$ cat src/rtl/lcd_pkg.sv
// Shared types and constants for the LCD text path: display line type,
// ASCII constants, formatter state encoding and the BCD adjust helper.
package lcd_pkg;

    typedef logic [0:31][7:0] lcd_line_t;

    localparam logic [7:0] ASCII_SPACE = 8'h20;
    localparam logic [7:0] ASCII_ZERO  = 8'h30;

    typedef enum logic [1:0] {
        IDLE  = 2'd0,
        CONV  = 2'd1,
        WRITE = 2'd2
    } fmt_state_t;

    // Double-dabble correction: every BCD nibble >= 5 gets +3 before the shift.
    function automatic logic [19:0] bcd_adjust(input logic [19:0] bcd);
        logic [19:0] adj;
        logic [3:0]  nib;
        adj = 20'd0;
        for (int i = 0; i < 5; i++) begin
            nib = bcd[4*i +: 4];
            if (nib >= 4'd5) begin
                adj[4*i +: 4] = nib + 4'd3;
            end else begin
                adj[4*i +: 4] = nib;
            end
        end
        return adj;
    endfunction

endpackage

$ cat src/rtl/lcd_bin2bcd.sv
// Sequential 16-bit binary to 5-digit BCD converter, one bit per clock.
// done is high during the cycle whose closing edge performs the 16th shift.
module lcd_bin2bcd
    import lcd_pkg::*;
(
    input  logic        clk,
    input  logic        reset,
    input  logic        start,
    input  logic [15:0] bin,
    output logic [19:0] bcd,
    output logic        done
);

    logic [19:0] bcd_r;
    logic [15:0] shift_r;
    logic [3:0]  cnt_r;
    logic        active_r;
    logic        done_r;
    logic [19:0] adj_s;

    // Nibble correction applied ahead of each shift
    always_comb begin
        adj_s = bcd_adjust(bcd_r);
    end

    // Conversion shift register and cycle counter
    always_ff @(posedge clk) begin
        if (!reset) begin
            bcd_r    <= 20'd0;
            shift_r  <= 16'd0;
            cnt_r    <= 4'd0;
            active_r <= 1'b0;
            done_r   <= 1'b0;
        end else if (start) begin
            bcd_r    <= 20'd0;
            shift_r  <= bin;
            cnt_r    <= 4'd0;
            active_r <= 1'b1;
            done_r   <= 1'b0;
        end else if (active_r) begin
            bcd_r    <= {adj_s[18:0], shift_r[15]};
            shift_r  <= {shift_r[14:0], 1'b0};
            cnt_r    <= cnt_r + 4'd1;
            active_r <= (cnt_r != 4'd15);
            done_r   <= (cnt_r == 4'd14);
        end else begin
            done_r   <= 1'b0;
        end
    end

    assign bcd  = bcd_r;
    assign done = done_r;

endmodule

$ cat src/rtl/lcd_text_builder.sv
// 32-character display buffer fed by a direct write port and a decimal
// number formatter that writes 5 ASCII digits starting at a chosen index.
module lcd_text_builder
    import lcd_pkg::*;
#(
    parameter int         BLANK_ZEROS = 1,
    parameter logic [7:0] RESET_CHAR  = 8'h20
) (
    input  logic        clk,
    input  logic        reset,
    input  logic        wr_en,
    input  logic [4:0]  wr_addr,
    input  logic [7:0]  wr_data,
    input  logic        start,
    input  logic [15:0] value,
    input  logic [4:0]  field_pos,
    output logic        busy,
    output logic        done,
    output lcd_line_t   ASCII
);

    fmt_state_t  state_r, state_nx_s;
    logic [2:0]  k_r, k_nx_s;
    logic [4:0]  pos_r;
    logic        busy_r, busy_nx_s;
    logic        done_r, done_nx_s;
    logic        accept_s;
    logic        fmt_we_s;
    logic [4:0]  fmt_addr_s;
    logic [7:0]  fmt_char_s;
    logic [19:0] bcd_s;
    logic        conv_done_s;
    lcd_line_t   ascii_r;

    // Digit k of the BCD word; leading zeros may be shown as blanks
    function automatic logic [7:0] digit_char(input logic [19:0] bcd,
                                              input logic [2:0]  k,
                                              input logic        blank_en);
        logic [3:0] nib;
        logic       upper_zero;
        nib        = bcd[{k, 2'b00} +: 4];
        upper_zero = ((bcd >> ({k, 2'b00} + 5'd4)) == 20'd0);
        if (blank_en && (nib == 4'd0) && upper_zero && (k != 3'd0)) begin
            return ASCII_SPACE;
        end else begin
            return ASCII_ZERO + {4'd0, nib};
        end
    endfunction

    lcd_bin2bcd u_bin2bcd (
        .clk   (clk),
        .reset (reset),
        .start (accept_s),
        .bin   (value),
        .bcd   (bcd_s),
        .done  (conv_done_s)
    );

    // Formatter next-state and write-phase decode
    always_comb begin
        state_nx_s = state_r;
        k_nx_s     = k_r;
        busy_nx_s  = busy_r;
        done_nx_s  = 1'b0;
        accept_s   = 1'b0;
        fmt_we_s   = 1'b0;
        fmt_addr_s = pos_r + {2'b00, 3'd4 - k_r};
        fmt_char_s = digit_char(bcd_s, k_r, BLANK_ZEROS != 0);
        case (state_r)
            IDLE: begin
                if (start) begin
                    accept_s   = 1'b1;
                    state_nx_s = CONV;
                    k_nx_s     = 3'd4;
                    busy_nx_s  = 1'b1;
                end else begin
                    busy_nx_s  = 1'b0;
                end
            end
            CONV: begin
                if (conv_done_s) begin
                    state_nx_s = WRITE;
                end else begin
                    state_nx_s = CONV;
                end
            end
            WRITE: begin
                fmt_we_s = 1'b1;
                if (k_r == 3'd0) begin
                    state_nx_s = IDLE;
                    busy_nx_s  = 1'b0;
                    done_nx_s  = 1'b1;
                end else begin
                    k_nx_s     = k_r - 3'd1;
                end
            end
            default: begin
                state_nx_s = IDLE;
                busy_nx_s  = 1'b0;
            end
        endcase
    end

    // Formatter state, digit index and status registers
    always_ff @(posedge clk) begin
        if (!reset) begin
            state_r <= IDLE;
            k_r     <= 3'd0;
            pos_r   <= 5'd0;
            busy_r  <= 1'b0;
            done_r  <= 1'b0;
        end else begin
            state_r <= state_nx_s;
            k_r     <= k_nx_s;
            busy_r  <= busy_nx_s;
            done_r  <= done_nx_s;
            if (accept_s) begin
                pos_r <= field_pos;
            end else begin
                pos_r <= pos_r;
            end
        end
    end

    // Display buffer; the later formatter assignment wins an index collision
    always_ff @(posedge clk) begin
        if (!reset) begin
            ascii_r <= {32{RESET_CHAR}};
        end else begin
            if (wr_en) begin
                ascii_r[wr_addr] <= wr_data;
            end
            if (fmt_we_s) begin
                ascii_r[fmt_addr_s] <= fmt_char_s;
            end
        end
    end

    assign busy  = busy_r;
    assign done  = done_r;
    assign ASCII = ascii_r;

endmodule

$ cat config.mk
export PLATFORM = sky130hd
export DESIGN_NAME = lcd_text_builder
export DESIGN_NICKNAME = d
export VERILOG_FILES = /design/src/rtl/lcd_pkg.sv /design/src/rtl/lcd_bin2bcd.sv /design/src/rtl/lcd_text_builder.sv
export SDC_FILE = /design/constraint.sdc
export NUM_CORES = 1
export LEC_CHECK = 0
export CAP_MARGIN = 30
export CORE_MARGIN = 8
export CORE_UTILIZATION = 34
export CTS_CLUSTER_DIAMETER = 150
export CTS_CLUSTER_SIZE = 8
export DETAILED_ROUTE_END_ITERATION = 10
export PLACE_DENSITY = 0.58
export SETUP_SLACK_MARGIN = 0.05
export SYNTH_ARGS = -nofsm -noshare
export SYNTH_HDL_FRONTEND = slang
export SYNTH_HIERARCHICAL = 1
export SYNTH_SLANG_ARGS = --single-unit
$ cat constraint.sdc
create_clock -name clk -period 2.97 [get_ports clk]
set_input_delay 0.891 -clock clk [delete_from_list [all_inputs] [get_ports clk]]
set_output_delay 0.891 -clock clk [all_outputs]
set_load 0.005 [all_outputs]
Word-level counts from Yosys, hierarchy flattened
Index checks and enable logic that the tools add are counted.

$add $sub $neg: 11. Order comparisons: 9. Eq/ne operators: 7. Shifts and indexed selects: 2. Multiplexer cells: 32. Bitwise operators: 5. Reductions and logical operators: 17.

Operators by type and width (number): $mux W256 (3); $bwmux W256 (2); $demux W8 S5 (2); $mux W16 (2); $mux W8 (3); $ge A4 B3 Y1 const B (5); $logic_not A20 Y1 (1); $shiftx A20 B6 Y4 (1); $shr A20 B5 Y20 (1); $add A4 B2 Y4 const B (4); $mux W4 (4); $ge A6 B6 Y1 const B (2); $lt A6 B1 Y1 const B (2); $not A5 Y6 (2); $mux W3 (3); $add A6 B4 Y7 const A (1); $mux W1 (7); $mux W2 (3); $ne A2 B2 Y1 const B (3); $pmux W2 S3 (1); $pmux W3 S2 (1); $reduce_and A2 Y1 (3); $add A5 B3 Y5 (1); $add A5 B3 Y5 const B (1); other kinds (19) (25).

Bits in registers: 310. Input bits: 38. Output and inout port bits: 258. Word-level logic and storage cells: 125.

Depth between registers and ports, before layout
Gate-level depths: netlist of the first run.

Depth in word-level cells: 10. Mapped depth: 13. Depth with buffers taken out: 10.

Hierarchy
Netlist of the first run, hierarchy kept.

By module, submodules not included: lcd_text_builder (times used 1, cells each 1381, area each 12948.7 um^2, seq. area each 5365.1 um^2); lcd_bin2bcd (times used 1, cells each 279, area each 2377.3 um^2, seq. area each 840.8 um^2).

Least setup slack after synthesis of the first run
OpenSTA, ideal clock, no wires.

Path type: register -> register. From: register k_r[0]. To: register ascii_r, in the netlist ASCII[116]. Library setup time: 91 ps. Arrival time: 2967 ps. Required time: 2879 ps. Path slack: -88 ps. Cell stages (with the launch flop): 13. Path buffers: 2. Cell sequence: dfxtp_1 > buf_6 > inv_1 > ha_1 > ha_1 > inv_1 > ha_1 > a21o_1 > nor3_1 > o21ai_2 > clkbuf_1 > o21a_1 > a311oi_1.

Cells in the longest elaborated chain, start to end: 9.

RTL lines: start, declared (line lcd_text_builder.sv:23) `logic [2:0] k_r, k_nx_s;`; start signal, assigned (line lcd_text_builder.sv:114) `k_r <= k_nx_s;`; $sub A3 B3 Y3 (line lcd_text_builder.sv:67) `fmt_addr_s = pos_r + {2'b00, 3'd4 - k_r};`; $add A5 B3 Y5 (line lcd_text_builder.sv:67); $not A5 Y6 (implied by the code) (line lcd_text_builder.sv:134) `ascii_r[fmt_addr_s] <= fmt_char_s;`; $ge A6 B6 Y1 (implied by the code) or $lt A6 B1 Y1 (tied branches) (line lcd_text_builder.sv:134); $logic_and A1 B1 Y1 (implied by the code) (line lcd_text_builder.sv:134); $mux W8 (implied by the code) (line lcd_text_builder.sv:134); $demux W8 S5 (line lcd_text_builder.sv:134); $bwmux W256 * (line lcd_text_builder.sv:134); $mux W256 * (line lcd_text_builder.sv:133) `if (fmt_we_s) begin`; end signal, assigned (line lcd_text_builder.sv:128) `ascii_r <= {32{RESET_CHAR}};`; end signal, assigned by index (line lcd_text_builder.sv:131) `ascii_r[wr_addr] <= wr_data;`; end signal, assigned by index (line lcd_text_builder.sv:134); end, declared (line lcd_text_builder.sv:33) `lcd_line_t ascii_r;`.

Mark *: on every way between the ends. The rest lies on a longest branch, timed or not. A chain may end at the register's enable or synchronous reset.

Worst setup path after layout of the first run
From: register k_r[1]. To: register ascii_r, in the netlist ASCII[157].

Same word-level chain as after synthesis.

==> results of run 1 <==
-- sequential cells by signal (all words and copies together) (netlist names) --
signal,count
ASCII,256
u_bin2bcd/shift_r,16
busy,1
u_bin2bcd/cnt_r,4
pos_r,5
done,1
state_r,2
u_bin2bcd/done,1
u_bin2bcd/bcd,20
k_r,3
u_bin2bcd/active_r,1
-- repair_timing --
item	4_1_cts	5_1_grt
buffers inserted	2	7
setup endpoints to repair	8	98
gates resized for setup	2	15
gates cloned	0	5
pin swaps	1	4
-- cell usage after synthesis, types with 16 or more instances --
| cell type | number | share of area |
|---|---|---|
| a311oi_1 | 32 | 0.018 |
| nand2_1 | 103 | 0.025 |
| o21ai_0 | 195 | 0.064 |
| mux2i_1 | 217 | 0.14 |
| clkbuf_1 | 140 | 0.034 |
| inv_1 | 20 | 0.0049 |
| nor2b_1 | 24 | 0.0098 |
| nand3b_1 | 27 | 0.013 |
| o21a_1 | 34 | 0.017 |
| nor2_1 | 90 | 0.022 |
| ha_1 | 19 | 0.016 |
| a21oi_1 | 50 | 0.016 |
| o311a_1 | 128 | 0.084 |
| dfxtp_1 | 310 | 0.40 |
| nand3_1 | 65 | 0.021 |
| buf_2 | 17 | 0.0056 |
| a211o_1 | 16 | 0.0091 |
-- metal layers --
| layer | vias to the layer above | wire, µm |
|---|---|---|
| met2 | 505 | 26900 |
| met5 | - | 14 |
| met1 | 6981 | 26700 |
| met4 | 2 | 1210 |
| met3 | 79 | 4070 |
| li1 | 6784 | - |
-- cell type report --
class	instances	area (µm²)
clock buffers	46	1140
repair buffers	429	4520
well taps	592	741
flip-flops and latches	310	6210
clock inverters	2	17.5
fillers	4131	23100
multi-input cells	1155	8490
inverters	21	78.8
-- kinds of logic (layout without fill, tap and decap cells) --
kind of cell,Yosys count,in the layout,synth area share
simple gates,406,406,0.141
buf+inv,195,498,0.0548
xor+xnor,4,4,0.00229
flops,310,310,0.405
mux,223,223,0.148
compound gates,502,502,0.232
fa+ha+maj,20,20,0.0168
-- worst register-to-register path: cells and delay by family (launching register included) --
kind | cells | cell delay (ps)
AOI/OAI and AO/OA | 2 | 430
DFF | 1 | 320
adders and majority gates | 3 | 740
buffers and inverters | 3 | 380
and+or+nand+nor | 3 | 820
-- power groups by stage --
stage / Clock (W) / Combinational, W / Sequential, W
floorplan: 0 / 0.000596 / 0.00435
global placement: 0 / 0.000962 / 0.00438
detailed placement: 0 / 0.000981 / 0.00438
CTS: 0.00458 / 0.000983 / 0.00430
global route: 0.00475 / 0.00108 / 0.00431
finish: 0.00447 / 0.00100 / 0.00430
-- per-stage QoR --
step	hold WS, ps	instances	cell area, µm²	setup WS [ps]	total power [W]
final	455	2555	21200	173	0.00978
after global routing	479	2555	21200	-1.62	0.0101
after CTS	460	2541	20900	63.7	0.00986
after detailed placement	453	2491	19700	8.63	0.00536
after global placement	447	2490	19700	31.0	0.00534
after floorplan	453	1660	15400	68.6	0.00494
-- worst max path at each step --
stage / cells past startpoint / endpoint / slack (ps) / from
floorplan: 13 / ASCII[165]$_SDFF_PN1_ / 70 / k_r[0]$_SDFFE_PN0P_
global placement: 11 / ASCII[165]$_SDFF_PN1_ / 30 / k_r[1]$_SDFFE_PN0P_
detailed placement: 11 / ASCII[165]$_SDFF_PN1_ / 9 / k_r[1]$_SDFFE_PN0P_
global route: 10 / ASCII[165]$_SDFF_PN1_ / -2 / k_r[0]$_SDFFE_PN0P_
finish: 11 / ASCII[157]$_SDFF_PN1_ / 170 / k_r[1]$_SDFFE_PN0P_
CTS: 11 / ASCII[157]$_SDFF_PN1_ / 60 / k_r[1]$_SDFFE_PN0P_
==> results_dict.tcl, run 1 <==
set metrics [dict create \
    num_vias 14400 \
    critPathSlowestCell "or3_4" \
    cp.required_ps 3400 \
    critPathMaxStageDelay_ps 430 \
    fmax_mhz 358 \
    diodes 0 \
    crit_path_frequent_cell "ha_1" \
    clock-skew-final_ps 18.0 \
    ant_nets 0 \
    drtIter0Drc 1224 \
    regToRegSetupSlack_ps 170 \
    pwr-share-seq 0.440 \
    netlist_instances 1660 \
    die-height_um 228 \
    synth_area_per_cell_um2 9.23 \
    crit_arrival_ps 3230 \
    postCtsHoldBufs 0 \
    cap_violations 0 \
    clk_latency_ps 550 \
    finalSetupViolations 0 \
    min_from "ASCII[230]$_SDFF_PN0_" \
    wl_per_cell_um 23.1 \
    cts_tree "built" \
    r2r_end "ASCII[157]$_SDFF_PN1_" \
    grt_pass1_vias 13600 \
    hold_violations 0 \
    synth.distinct_cells 60 \
    grt_pass1_wl_um 87000 \
    top_usage_layer "met2" \
    cts_buffers 44 \
    slew_violations 0 \
    synth_warnings 6 \
    grtUsageTotal 0.210 \
    p_int_w 0.00728 \
    grt_setup_unrepaired "yes" \
    p_per_area_nw_per_um2 462 \
    tightest_slew_ps 924 \
    fin_nets 2019 \
    p_sw_frac 0.256 \
    htree_levels 2 \
    async_flop_share 0 \
    path_cells "inv_1 -> ha_1 -> ha_1 -> inv_1 -> ha_1 -> and3_4 -> or3_4 -> nand3_4 -> buf_12 -> o21ai_0 -> a211o_1" \
    relSlewSlack 0.384 \
    worstRegToRegCells 11 \
    drive_gt1_frac 0.125 \
    clock_sinks 310 \
    fin_crit_ps 2800 \
    outcome "complete, no violations" \
    place.port_buffers 295 \
    finalCritPeriodShare 0.942 \
    p_switching_w 0.00250 \
    seq_area_frac_synth 0.405 \
    layout_commonest_cell "dfxtp_1" \
    start_util 0.346 \
    p_leak_nw 7.73 \
    clkPwrFrac 0.457 \
    grtUsageMet3 0.0514 \
    syn_area_um2 15300 \
    drt_wl_total_um 59000 \
    rows 77 \
    gp_congestion 0.843 \
    syn-num-nets 1718 \
    grt_use_met1 0.284 \
    fp.dieW_um 228 \
    first_pass_iters 5 \
    ys_ff_latch 310 \
    coreArea_um2 44300 \
    synth_edf_count 0 \
    critical_path_class "reg2reg" \
    path_buf_inv 3 \
    cp-start-kind "register" \
    rr_startpoint "k_r[1]$_SDFFE_PN0P_" \
    drc 0 \
    viasPerCell 5.62 \
    holdPathStages 2 \
    die_area_um2 52100 \
    holdPathEnd "ASCII[230]$_SDFF_PN0_" \
    clock_path_buffers 3 \
    root_buffer "clkbuf_16" \
    vdd_drop_max_mv 0.329 \
    grt-ovfl-total 0 \
    cp_top_family "simple AND/OR/NAND/NOR gates" \
    min_path_type "reg2reg" \
    syn2layout_area_growth_pct 38.3 \
    combPwrFrac 0.103 \
    final.setup.tns_ps 0 \
    ios 296 \
    antenna_found_initial 1 \
    grt_max_degree 60 \
    crit_fanout 11 \
    postLayoutCoreUtil 0.478 \
    met2_usage 0.333 \
    synth_ff_type "dfxtp_1" \
    hpwl_um 39300 \
    end_kind "register" \
    clkSlewWorstSetupHoldPaths_ps 50 \
    final_cell_mix "dfxtp_1, clkdlybuf4s50_1, mux2i_1" \
]
(Power assumes the default switching activity.)
==> run 2, diff against run 1 <==
--- a/config.mk
+++ b/config.mk
@@ -13,6 +13,7 @@
 export DETAILED_ROUTE_END_ITERATION = 10
 export PLACE_DENSITY = 0.58
 export SETUP_SLACK_MARGIN = 0.05
+export SKIP_LAST_GASP = 1
 export SYNTH_ARGS = -nofsm -noshare
 export SYNTH_HDL_FRONTEND = slang
 export SYNTH_HIERARCHICAL = 1
==> results of run 2 <==
The final DEF is identical to that of run 1; final timing and power are the same.
==> run 3, diff against run 2 <==
--- a/config.mk
+++ b/config.mk
@@ -6,6 +6,7 @@
 export NUM_CORES = 1
 export LEC_CHECK = 0
 export CAP_MARGIN = 30
+export CORE_ASPECT_RATIO = 0.5
 export CORE_MARGIN = 8
 export CORE_UTILIZATION = 34
 export CTS_CLUSTER_DIAMETER = 150
==> results_dict.tcl, run 3 (synthesis gave the netlist of run 1 again) <==
set metrics [dict create \
    multi_input_area_um2 8460 \
    critPathSlowestCell "or3_4" \
    grtUsageTotal 0.201 \
    hold_violations 0 \
    r2r_end "ASCII[157]$_SDFF_PN1_" \
    clock_path_buffers 3 \
    start_util 0.342 \
    cp-start-kind "register" \
    antenna_found_initial 0 \
    outcome "complete, no violations" \
    hold_slack_ps 461 \
    hpwl_um 37200 \
    clkPwrFrac 0.460 \
    relSlewSlack 0.569 \
    fin_nets 2015 \
    clock-skew-final_ps 28.7 \
    crit_path_frequent_cell "ha_1" \
    final.fill_count 4311 \
    die_area_um2 52500 \
    final.setup.tns_ps 0 \
    p_total_w 0.00989 \
    gp_congestion 0.826 \
    fp.dieW_um 316 \
    p_sw_frac 0.259 \
    slew_violations 0 \
    grt_max_degree 57 \
    crit_end "ASCII[157]$_SDFF_PN1_" \
    rows 55 \
    finalCritPeriodShare 0.957 \
    diodes 0 \
    syn2layout_area_growth_pct 37.4 \
    p_int_w 0.00733 \
    regToRegSetupSlack_ps 130 \
    end_kind "register" \
    cap_violations 0 \
    drt_wl_total_um 56500 \
    worstRegToRegCells 11 \
    cts_tree "built" \
    path_cells "inv_1 -> ha_1 -> ha_1 -> inv_1 -> ha_1 -> and3_1 -> or3_4 -> nand3_2 -> buf_12 -> o21ai_0 -> a211o_1" \
    htree_levels 2 \
    min_path_type "reg2reg" \
    pwr-share-seq 0.434 \
    first_pass_iters 5 \
    preCtsSetupSlack_ps -37.4 \
    cp.required_ps 3410 \
    layout_commonest_cell "dfxtp_1" \
    min_from "ASCII[126]$_SDFF_PN0_" \
    fin_crit_ps 2840 \
    p_leak_nw 7.67 \
    vdd_drop_max_mv 0.402 \
    root_buffer "clkbuf_16" \
    place.port_buffers 295 \
    p_switching_w 0.00256 \
    largest_reg_flops 256 \
    grt_pass1_vias 13100 \
    finalSetupViolations 0 \
    num_vias 14000 \
    drive_gt1_frac 0.121 \
    final_cell_mix "dfxtp_1, clkdlybuf4s50_1, mux2i_1" \
    grt_pass1_wl_um 83600 \
    cts_buffers 44 \
    p_per_area_nw_per_um2 470 \
    wl_per_cell_um 22.1 \
    viasPerCell 5.48 \
    drtIter0Drc 1146 \
    fmax_mhz 352 \
    clkSlewWorstSetupHoldPaths_ps 60 \
    clk_latency_ps 560 \
    grt-ovfl-total 0 \
    rr_startpoint "k_r[0]$_SDFFE_PN0P_" \
    die-height_um 166 \
    ios 296 \
    place_area_um2 19700 \
    critical_path_class "reg2reg" \
    drc 0 \
    final_area_um2 21100 \
    grt_setup_unrepaired "yes" \
    combPwrFrac 0.107 \
    final-seq-area_um2 6210 \
    critPathMaxStageDelay_ps 430 \
    crit_start "k_r[0]$_SDFFE_PN0P_" \
    crit_fanout 44 \
    ant_nets 0 \
    clock_sinks 310 \
    crit_arrival_ps 3290 \
    worst_slack_ps 128 \
    coreArea_um2 44900 \
    tightest_slew_ps 646 \
]
-- run 3: cell types whose count changed in the layout (fill, tap and decap cells not counted), sizes merged --
cell	previous run	this run
o2111ai	3	4
clkinv	0	3
buf	135	126
clkbuf	51	50
inv	23	20
clkdlybuf4s50	289	294
-- run 3: worst min path at each step --
stage,to,slack [ps],cells past startpoint
after floorplan,ASCII[102]$_SDFF_PN0_,450,2
after global placement,ASCII[255]$_SDFF_PN0_,440,2
after detailed placement,ASCII[238]$_SDFF_PN0_,450,2
after CTS,ASCII[238]$_SDFF_PN0_,460,2
after global routing,ASCII[238]$_SDFF_PN0_,470,2
final,ASCII[126]$_SDFF_PN0_,460,2
-- run 3: worst max-delay path, delay by kind of cell, from the launching register on --
family,cells,cell delay (ps)
fa+ha+maj,3,780
simple gates,3,780
compound gates,2,470
buf+inv,3,350
flops,1,320
-- run 3: per-layer routing --
metal	routed length [µm]	share of wire	global-route usage	up-vias
met1	24700	0.44	0.262	6727
met4	2290	0.041	0.0818	0
met3	2740	0.048	0.0313	108
li1	-	-	-	6765
met2	26800	0.47	0.329	411
met5	0	0	0	-
-- run 3: layout make-up --
cell class	count	share of cell area
Multi-Input combinational cell	1156	0.402
Sequential cell	310	0.295
Timing Repair Buffer	424	0.208
Clock buffer	46	0.0541
Tap cell	598	0.0355
Inverter	21	0.00374
Clock inverter	2	0.00220
-- run 3: timing repair --
| action | in CTS | in global routing |
|---|---|---|
| pin swaps | 0 | 3 |
| hold buffers | 0 | 0 |
| setup endpoints to repair | 65 | 118 |
| cloned | 0 | 5 |
| buffers inserted | 0 | 3 |
| gates resized for setup | 2 | 22 |
-- run 3: per-stage QoR --
step,instances,utilization
finish,2557,0.469
global route,2557,0.469
CTS,2549,0.465
detailed placement,2501,0.438
global placement,2500,0.438
floorplan,1660,-
-- run 3: power groups by stage --
stage	combinational (W)	clock, W	sequential [W]
after floorplan	0.000596	0	0.00435
after global placement	0.000981	0	0.00437
after detailed placement	0.000991	0	0.00437
after CTS	0.000993	0.00465	0.00429
after global routing	0.00113	0.00486	0.00430
final	0.00105	0.00455	0.00429
